`src/rtl/wb_pkg.sv`:
```
// Shared definitions for the writeback stage: opcodes, load modes and the
// write-buffer entry layout.
package wb_pkg;

    localparam int WB_DATA_W = 32;
    localparam int WB_AW     = 5;

    localparam logic [5:0] OP_SPECIAL = 6'b000000;
    localparam logic [5:0] OP_JAL     = 6'b000011;
    localparam logic [5:0] OP_LB      = 6'b100000;
    localparam logic [5:0] OP_LH      = 6'b100001;
    localparam logic [5:0] OP_LW      = 6'b100011;
    localparam logic [5:0] OP_LBU     = 6'b100100;
    localparam logic [5:0] OP_LHU     = 6'b100101;

    typedef enum logic [2:0] {
        LM_WORD,
        LM_BYTE,
        LM_BYTE_U,
        LM_HALF,
        LM_HALF_U
    } load_mode_t;

    typedef struct packed {
        logic [WB_AW-1:0]     addr;
        logic [WB_DATA_W-1:0] data;
    } wb_entry_t;

    // Immediate ALU group (ADDI, SLTI, ANDI, ORI, LUI, ...) writes rt.
    function automatic logic is_imm_alu(input logic [5:0] op);
        return op[5:3] == 3'b001;
    endfunction

endpackage

```
`src/rtl/wb_load_align.sv`:
```
// Little-endian byte/halfword extraction with sign or zero extension for loads.
module wb_load_align
    import wb_pkg::*;
(
    input  logic [31:0] lmd,
    input  logic [1:0]  off,
    input  load_mode_t  mode,
    output logic [31:0] data
);

    logic [7:0]  byte_sel;
    logic [15:0] half_sel;

    always_comb begin
        byte_sel = lmd[7:0];
        case (off)
            2'd0:    byte_sel = lmd[7:0];
            2'd1:    byte_sel = lmd[15:8];
            2'd2:    byte_sel = lmd[23:16];
            default: byte_sel = lmd[31:24];
        endcase
        // Halfword accesses only look at off[1]; misaligned low bit is ignored.
        half_sel = off[1] ? lmd[31:16] : lmd[15:0];
    end

    always_comb begin
        data = lmd;
        case (mode)
            LM_BYTE:   data = {{24{byte_sel[7]}}, byte_sel};
            LM_BYTE_U: data = {24'd0, byte_sel};
            LM_HALF:   data = {{16{half_sel[15]}}, half_sel};
            LM_HALF_U: data = {16'd0, half_sel};
            default:   data = lmd;
        endcase
    end

endmodule

```
`src/rtl/wb_stage.sv`:
```
// Writeback stage: decodes the destination of each retiring instruction, queues
// register writes in a small FIFO and drains them to the regfile port.
module wb_stage
    import wb_pkg::*;
#(
    parameter int DATA_W   = 32,
    parameter int AW       = 5,
    parameter int DEPTH    = 2,
    parameter int CNT_W    = 16,
    parameter int LINK_REG = 31
) (
    input  logic              clk,
    input  logic              rst,
    input  logic              in_valid,
    input  logic [31:0]       ir_i,
    input  logic [DATA_W-1:0] lmd_i,
    input  logic [DATA_W-1:0] aluo_i,
    input  logic [DATA_W-1:0] link_i,
    input  logic              wb_ready,
    input  logic              flush,
    input  logic [AW-1:0]     fwd_addr,
    output logic              in_ready,
    output logic              wb_write,
    output logic [AW-1:0]     wb_addr,
    output logic [DATA_W-1:0] wb_data,
    output logic              fwd_hit,
    output logic [DATA_W-1:0] fwd_data,
    output logic [CNT_W-1:0]  retire_cnt
);

    localparam int IW = (DEPTH > 1) ? $clog2(DEPTH) : 1;
    localparam int PW = IW + 1;

    if (DATA_W != 32) begin : g_bad_data_w
        $error("wb_stage: DATA_W must be 32");
    end
    if (AW != WB_AW) begin : g_bad_aw
        $error("wb_stage: AW must match the buffer entry address width");
    end
    if (DEPTH < 2 || (DEPTH & (DEPTH - 1)) != 0) begin : g_bad_depth
        $error("wb_stage: DEPTH must be a power of two and at least 2");
    end

    logic [5:0]        op;
    logic              dec_write;
    logic [AW-1:0]     dec_addr;
    logic [DATA_W-1:0] dec_data;
    logic              dec_is_load;
    load_mode_t        dec_mode;
    logic [DATA_W-1:0] load_data;

    assign op = ir_i[31:26];

    always_comb begin
        dec_write   = 1'b0;
        dec_addr    = '0;
        dec_is_load = 1'b0;
        dec_mode    = LM_WORD;
        if (op == OP_SPECIAL) begin
            dec_write = (ir_i != 32'd0);
            dec_addr  = ir_i[15:11];
        end else if (is_imm_alu(op)) begin
            dec_write = 1'b1;
            dec_addr  = ir_i[20:16];
        end else if (op == OP_JAL) begin
            dec_write = 1'b1;
            dec_addr  = AW'(LINK_REG);
        end else begin
            dec_addr = ir_i[20:16];
            case (op)
                OP_LB:   begin dec_write = 1'b1; dec_is_load = 1'b1; dec_mode = LM_BYTE;   end
                OP_LBU:  begin dec_write = 1'b1; dec_is_load = 1'b1; dec_mode = LM_BYTE_U; end
                OP_LH:   begin dec_write = 1'b1; dec_is_load = 1'b1; dec_mode = LM_HALF;   end
                OP_LHU:  begin dec_write = 1'b1; dec_is_load = 1'b1; dec_mode = LM_HALF_U; end
                OP_LW:   begin dec_write = 1'b1; dec_is_load = 1'b1; dec_mode = LM_WORD;   end
                default: dec_write = 1'b0;
            endcase
        end
        // r0 is hardwired, so writes to it never reach the buffer.
        if (dec_addr == '0) begin
            dec_write = 1'b0;
        end
    end

    wb_load_align u_load_align (
        .lmd  (lmd_i),
        .off  (aluo_i[1:0]),
        .mode (dec_mode),
        .data (load_data)
    );

    always_comb begin
        dec_data = aluo_i;
        if (op == OP_JAL) begin
            dec_data = link_i;
        end else if (dec_is_load) begin
            dec_data = load_data;
        end
    end

    wb_entry_t     buf_mem [DEPTH];
    logic [PW-1:0] wr_ptr;
    logic [PW-1:0] rd_ptr;
    logic [PW-1:0] count;
    logic          empty;
    logic          accept;
    logic          push;
    logic          pop;
    wb_entry_t     head;

    assign count    = wr_ptr - rd_ptr;
    assign empty    = (count == '0);
    assign in_ready = (count < PW'(DEPTH)) && !flush;
    assign accept   = in_valid && in_ready;
    assign push     = accept && dec_write;
    assign pop      = !empty && wb_ready && !flush;
    assign head     = buf_mem[rd_ptr[IW-1:0]];

    always_ff @(posedge clk) begin
        if (push) begin
            buf_mem[wr_ptr[IW-1:0]] <= '{addr: dec_addr, data: dec_data};
        end
    end

    always_ff @(posedge clk or negedge rst) begin
        if (!rst) begin
            wr_ptr     <= '0;
            rd_ptr     <= '0;
            wb_write   <= 1'b0;
            wb_addr    <= '0;
            wb_data    <= '0;
            retire_cnt <= '0;
        end else begin
            if (accept) begin
                retire_cnt <= retire_cnt + CNT_W'(1);
            end
            if (flush) begin
                wr_ptr   <= '0;
                rd_ptr   <= '0;
                wb_write <= 1'b0;
            end else begin
                if (push) begin
                    wr_ptr <= wr_ptr + PW'(1);
                end
                if (pop) begin
                    rd_ptr  <= rd_ptr + PW'(1);
                    wb_addr <= head.addr;
                    wb_data <= head.data;
                end
                wb_write <= pop;
            end
        end
    end

    logic [PW-1:0] fwd_idx;

    // Scan oldest to youngest so the last match wins; the output register is
    // older than anything still buffered.
    always_comb begin
        fwd_hit  = 1'b0;
        fwd_data = '0;
        fwd_idx  = '0;
        if (fwd_addr != '0) begin
            if (wb_write && (wb_addr == fwd_addr)) begin
                fwd_hit  = 1'b1;
                fwd_data = wb_data;
            end
            for (int i = 0; i < DEPTH; i++) begin
                fwd_idx = rd_ptr + PW'(i);
                if ((PW'(i) < count) && (buf_mem[fwd_idx[IW-1:0]].addr == fwd_addr)) begin
                    fwd_hit  = 1'b1;
                    fwd_data = buf_mem[fwd_idx[IW-1:0]].data;
                end
            end
        end
    end

endmodule

```
`config.mk`:
```
export PLATFORM = sky130hd
export DESIGN_NAME = wb_stage
export DESIGN_NICKNAME = d
export VERILOG_FILES = /design/src/rtl/wb_pkg.sv /design/src/rtl/wb_load_align.sv /design/src/rtl/wb_stage.sv
export SDC_FILE = /design/constraint.sdc
export NUM_CORES = 1
export LEC_CHECK = 0
export BUFFER_PORTS_ARGS = -buffer_cell sky130_fd_sc_hd__buf_2
export CAP_MARGIN = 5
export CORE_MARGIN = 2
export CORE_UTILIZATION = 30
export CTS_CLUSTER_DIAMETER = 30
export CTS_CLUSTER_SIZE = 10
export DETAILED_ROUTE_END_ITERATION = 8
export MAX_ROUTING_LAYER = met4
export REMOVE_ABC_BUFFERS = 1
export SYNTH_ARGS = -nofsm -noshare
export SYNTH_HDL_FRONTEND = slang
export SYNTH_HIERARCHICAL = 1
export SYNTH_SLANG_ARGS = --single-unit
```
`constraint.sdc`:
```
create_clock -name clk -period 8.4 [get_ports clk]
set_clock_uncertainty 0.05 [all_clocks]
set_input_delay 0.42 -clock clk [delete_from_list [all_inputs] [get_ports clk]]
set_output_delay 0.42 -clock clk [all_outputs]
set_load 0.01 [all_outputs]
```
==> impl_results.html <==
<table>
<tr><th>Metric</th><th>Value</th></tr>
<tr><th colspan="2">STA</th></tr>
<tr><td>Max-slew violation total from the final report</td><td>0</td></tr>
<tr><td>Worst-Margin Slew</td><td>1190 ps</td></tr>
<tr><td>Tcrit/Tclk final</td><td>57.3%</td></tr>
<tr><td>Max-Slew Margin vs Limit</td><td>approximately a fifth</td></tr>
<tr><td>Time the worst path needs with I/O delays and setup</td><td>4810 ps</td></tr>
<tr><td>Sum of negative setup slack</td><td>0 ps</td></tr>
<tr><td>Number of endpoints with negative hold slack in the final report</td><td>0</td></tr>
<tr><td>Unrepaired setup endpoints after global routing</td><td>no</td></tr>
<tr><td>Hold slack final</td><td>157 ps</td></tr>
<tr><td>Final Setup Violations</td><td>0</td></tr>
<tr><td>Fmax achieved</td><td>0.208 GHz</td></tr>
<tr><th colspan="2">Finish</th></tr>
<tr><td>Proportion of layout cells with a drive suffix above 1</td><td>about two fifths</td></tr>
<tr><td>Signed area change from the synthesized netlist to the final layout</td><td>23.5%</td></tr>
<tr><td>Net count reported at finish</td><td>1074</td></tr>
<tr><td># fillers</td><td>2794</td></tr>
<tr><td>Cell area after layout</td><td>0.0105 mm²</td></tr>
<tr><th colspan="2">Global routing</th></tr>
<tr><td>All-layer global routing usage</td><td>18.2%</td></tr>
<tr><td>First-pass GRT wire length</td><td>between 30 and 40 mm</td></tr>
<tr><td>Pin count of the biggest net entering global routing</td><td>67</td></tr>
<tr><td>Congestion Overflow GR</td><td>0</td></tr>
<tr><td>Initial antenna violation count</td><td>9</td></tr>
<tr><td>Via count of the first global-routing pass</td><td>6615</td></tr>
<tr><th colspan="2">Placed design</th></tr>
<tr><td>Routability congestion estimate</td><td>0.846</td></tr>
<tr><td>Half-perimeter wire length of the detailed placement result</td><td>18.3 mm</td></tr>
<tr><td>IO buf count</td><td>209</td></tr>
<tr><td>Total placed instance area</td><td>0.00987 mm²</td></tr>
<tr><th colspan="2">Die</th></tr>
<tr><td>Core Rows</td><td>61</td></tr>
<tr><td>Die area</td><td>approximately 0.030 mm²</td></tr>
<tr><td>Die X</td><td>~170 µm</td></tr>
<tr><td>Chip height</td><td>172 µm</td></tr>
<tr><td>Number of ports placed on the die boundary</td><td>about 230</td></tr>
<tr><td>Standard cell core area</td><td>about 0.028 mm²</td></tr>
<tr><td>Effective utilization at floorplan</td><td>around 30%</td></tr>
<tr><th colspan="2">Clocking</th></tr>
<tr><td>Root Buffer</td><td>sky130_fd_sc_hd__clkbuf_16</td></tr>
<tr><td>Deepest level of the CTS H-tree</td><td>4</td></tr>
<tr><td>Number of clock sinks seen by CTS</td><td>132</td></tr>
<tr><td>Number of buffers inserted during clock tree synthesis</td><td>17</td></tr>
<tr><td>Post-CTS setup buffers</td><td>0</td></tr>
<tr><td>CTS tree</td><td>yes</td></tr>
<tr><td>Clk buf depth</td><td>2</td></tr>
<tr><td>Gates resized, CTS repair</td><td>0</td></tr>
<tr><td>Clock latency reported for the late side of the worst-skew pair</td><td>430 ps</td></tr>
<tr><td>Clock transition at the registers of the reported paths</td><td>approximately 60 ps</td></tr>
<tr><td>CTS Hold Buffers Added</td><td>0</td></tr>
<tr><th colspan="2">Synthesis</th></tr>
<tr><td>Distinct cells, synth</td><td>65</td></tr>
<tr><td>Synthesized-area fraction occupied by adder cells</td><td>0.294%</td></tr>
<tr><td>Area share of and/or/nand/nor cells after synthesis</td><td>8.40%</td></tr>
<tr><td>Most instantiated library cell after synthesis</td><td>sky130_fd_sc_hd__mux2i_1</td></tr>
<tr><td>Synth top area cells</td><td>sky130_fd_sc_hd__edfxtp_1 26%, sky130_fd_sc_hd__dfrtp_1 17%, sky130_fd_sc_hd__mux2i_1 9.2%, sky130_fd_sc_hd__mux2_2 8.6%, sky130_fd_sc_hd__a221oi_2 3.5%</td></tr>
<tr><td>Sequential area share after synthesis</td><td>43.2%</td></tr>
<tr><td>Number of register bits inferred by synthesis</td><td>132</td></tr>
<tr><td>Biggest area consumer among synthesized cells</td><td>sky130_fd_sc_hd__edfxtp_1</td></tr>
<tr><td>Share of synthesized area spent on multiplexers</td><td>19.7%</td></tr>
<tr><td>Compound-gate portion of the synthesized area</td><td>19.7%</td></tr>
<tr><td>Fraction of synthesized cell area taken by the top area cell type</td><td>26.1%</td></tr>
<tr><td>Number of flops mapped to enable cells by yosys</td><td>74</td></tr>
<tr><td>Synthesized instance count</td><td>754</td></tr>
<tr><td>Post-synthesis share of cell area spent on xor and xnor gates</td><td>3.87%</td></tr>
<tr><td>Post-synth ARST share</td><td>between 40% and 50%</td></tr>
<tr><td>Synth Cell Area</td><td>around 0.0085 mm²</td></tr>
<tr><td>Largest family of logic cells by synthesized area</td><td>compound AO/OA/AOI/OAI gates</td></tr>
<tr><td>Synth cell count leaders</td><td>78 x sky130_fd_sc_hd__mux2i_1, 74 x sky130_fd_sc_hd__edfxtp_1, 65 x sky130_fd_sc_hd__mux2_2</td></tr>
<tr><td>Mean cell area of the mapped netlist</td><td>11.3 µm²</td></tr>
<tr><td>Ys Warns</td><td>6</td></tr>
<tr><td>Synth Flop Type</td><td>sky130_fd_sc_hd__edfxtp_1</td></tr>
<tr><th colspan="2">Power</th></tr>
<tr><td>Maximum VDD drop</td><td>between 0.1 and 0.15 mV</td></tr>
<tr><td>Clock network fraction of design power</td><td>33.4%</td></tr>
<tr><td>Net Switching</td><td>723 µW</td></tr>
<tr><td>Power share of the combinational group</td><td>27.3%</td></tr>
<tr><td>Pwr/cell area</td><td>222 mW/mm²</td></tr>
<tr><td>Switching share of power</td><td>between 30% and 40%</td></tr>
<tr><td>Static leakage power</td><td>0.00403 µW</td></tr>
<tr><td>Internal power</td><td>about 1600 µW</td></tr>
<tr><td>Sequential group share of total power</td><td>between 30% and 40%</td></tr>
<tr><th colspan="2">Flow run</th></tr>
<tr><td>Max-capacitance violation count</td><td>0</td></tr>
<tr><th colspan="2">Worst setup path</th></tr>
<tr><td>Kind of critical path</td><td>flop to output pin</td></tr>
<tr><td>Crit Path Max Fanout</td><td>65</td></tr>
<tr><td>CP Data Required Time</td><td>roughly 7900 ps</td></tr>
<tr><td>Arrival time worst endpoint</td><td>~4300 ps</td></tr>
<tr><td>Worst Reg2Reg Path Length in Cells</td><td>7</td></tr>
<tr><td>Setup crit end kind</td><td>output pin</td></tr>
<tr><td>Startpoint type of the worst setup path</td><td>flop</td></tr>
<tr><th colspan="2">Detailed routing</th></tr>
<tr><td>Post-detailed-routing wire length</td><td>between 20 and 30 mm</td></tr>
<tr><td>Total number of vias</td><td>6946</td></tr>
<tr><td>Violation count after the first detailed-routing iteration</td><td>between 300 and 400</td></tr>
<tr><td>Antenna-violating nets left</td><td>0</td></tr>
<tr><td>Routed length per instance</td><td>approximately 20 µm</td></tr>
<tr><td>Routed vias/inst</td><td>5.21</td></tr>
<tr><td>First-pass iteration count of the detailed router</td><td>5</td></tr>
<tr><td>Count of unresolved DRC violations after routing</td><td>0</td></tr>
<tr><th colspan="2">Worst hold path</th></tr>
<tr><td>Path class of the lowest-slack min-delay path</td><td>input pin to async pin</td></tr>
<tr><th colspan="2">Outcome</th></tr>
<tr><td>Outcome</td><td>completed</td></tr>
</table>
[path summary, 6_finish.rpt]
check / from / endpoint / slack [ps]
min in group clk: flush / wr_ptr[0] / 230
setup / recovery: rd_ptr[0] / fwd_data[0] / 3590
setup reg to reg: rd_ptr[0] / buf_mem[1][32] / 4880
hold reg to reg: retire_cnt[15] / retire_cnt[15] / 430
max in group asynchronous: rst / rd_ptr[0] / 7480
hold / removal: rst / retire_cnt[15] / 160
[power groups by stage]
stage          clock [µW]  sequential, µW  combinational (µW)
6_report              778             917                 637
5_1_grt               824             936                 694
2_1_floorplan           0             982                 338
3_5_place_dp            0             930                 643
4_1_cts               803             918                 645
3_3_place_gp            0             925                 635
[critical path, stage by stage, from the launching register on]
cell and delay, ps:
sky130_fd_sc_hd__dfrtp_4 720, sky130_fd_sc_hd__buf_4 660, sky130_fd_sc_hd__mux2i_1 290, sky130_fd_sc_hd__xnor2_1 80, sky130_fd_sc_hd__or4_1 560, sky130_fd_sc_hd__nor3_4 140, sky130_fd_sc_hd__buf_4 770, sky130_fd_sc_hd__a221oi_1 100
sky130_fd_sc_hd__a211oi_1 300, sky130_fd_sc_hd__buf_2 180
[through the flow]
stage | power, µW | util (%) | worst slack (ps) | std cells
final | 2330 | 37.7 | 3590 | 1334
after global placement | 1560 | 35.4 | 4010 | 1293
after CTS | 2370 | 37.6 | 3470 | 1325
after global routing | 2450 | 37.7 | 3270 | 1334
after floorplan | 1320 | - | 1140 | 691
after detailed placement | 1570 | 35.4 | 3990 | 1293
[kinds of logic (layout without fill, tap and decap cells)]
family | count (synthesis) | in the layout
AOI/OAI and AO/OA | 213 | 213
muxes | 150 | 150
and+or+nand+nor | 142 | 142
DFF | 132 | 132
buffers and inverters | 79 | 272
xor gates and xnor gates | 36 | 36
adders and majority gates | 2 | 2
other | 0 | 9
[flip-flops by register name, indices dropped and copies added, names as in the netlist]
name        cells
buf_mem        74
wb_data        32
retire_cnt     16
wb_addr         5
rd_ptr          2
wr_ptr          2
wb_write        1
[layer usage]
metal  vias up  GRT usage (%)  routed length [µm]
met4         0           6.36                 457
li1       3282              -                   -
met1      3441           22.7               11700
met3        30           3.78                1320
met5         -              -                   0
met2       193           29.2               12700
[area by class of cell]
type	instances	area [µm²]	share of cell area [%]
Sequential cell	132	3680	35.0
Tap cell	378	473	4.50
Clock inverter	15	186	1.78
Inverter	16	60.1	0.572
Clock buffer	17	425	4.05
Multi-Input combinational cell	543	4500	42.8
Antenna cell	9	22.5	0.214
Timing Repair Buffer	224	1160	11.0
[cells in the final DEF (no fill, tap or decap), types with 4 or more instances in the layout]
cell type,count
sky130_fd_sc_hd__a211oi_1,12
sky130_fd_sc_hd__dfrtp_1,57
sky130_fd_sc_hd__nand3_1,7
sky130_fd_sc_hd__xnor2_1,20
sky130_fd_sc_hd__nor2_1,21
sky130_fd_sc_hd__a211oi_2,20
sky130_fd_sc_hd__mux2i_1,78
sky130_fd_sc_hd__buf_2,209
sky130_fd_sc_hd__nand2b_1,5
sky130_fd_sc_hd__diode_2,9
sky130_fd_sc_hd__o22a_1,4
sky130_fd_sc_hd__or4_1,4
sky130_fd_sc_hd__inv_1,15
sky130_fd_sc_hd__nor3_1,5
sky130_fd_sc_hd__o221ai_1,9
sky130_fd_sc_hd__xor2_1,15
sky130_fd_sc_hd__nor2_4,4
sky130_fd_sc_hd__buf_4,15
sky130_fd_sc_hd__mux4_2,6
sky130_fd_sc_hd__a22oi_1,16
sky130_fd_sc_hd__o21ai_0,55
sky130_fd_sc_hd__a221oi_2,20
sky130_fd_sc_hd__mux2_2,65
sky130_fd_sc_hd__a22o_1,6
sky130_fd_sc_hd__a21oi_1,26
sky130_fd_sc_hd__a21o_1,6
sky130_fd_sc_hd__nand2_1,56
sky130_fd_sc_hd__o21ai_1,10
sky130_fd_sc_hd__nor2b_1,12
sky130_fd_sc_hd__clkbuf_16,17
sky130_fd_sc_hd__a221oi_1,13
sky130_fd_sc_hd__edfxtp_1,74
sky130_fd_sc_hd__bufinv_16,4
Note: power is estimated with default switching activity, not from simulation.
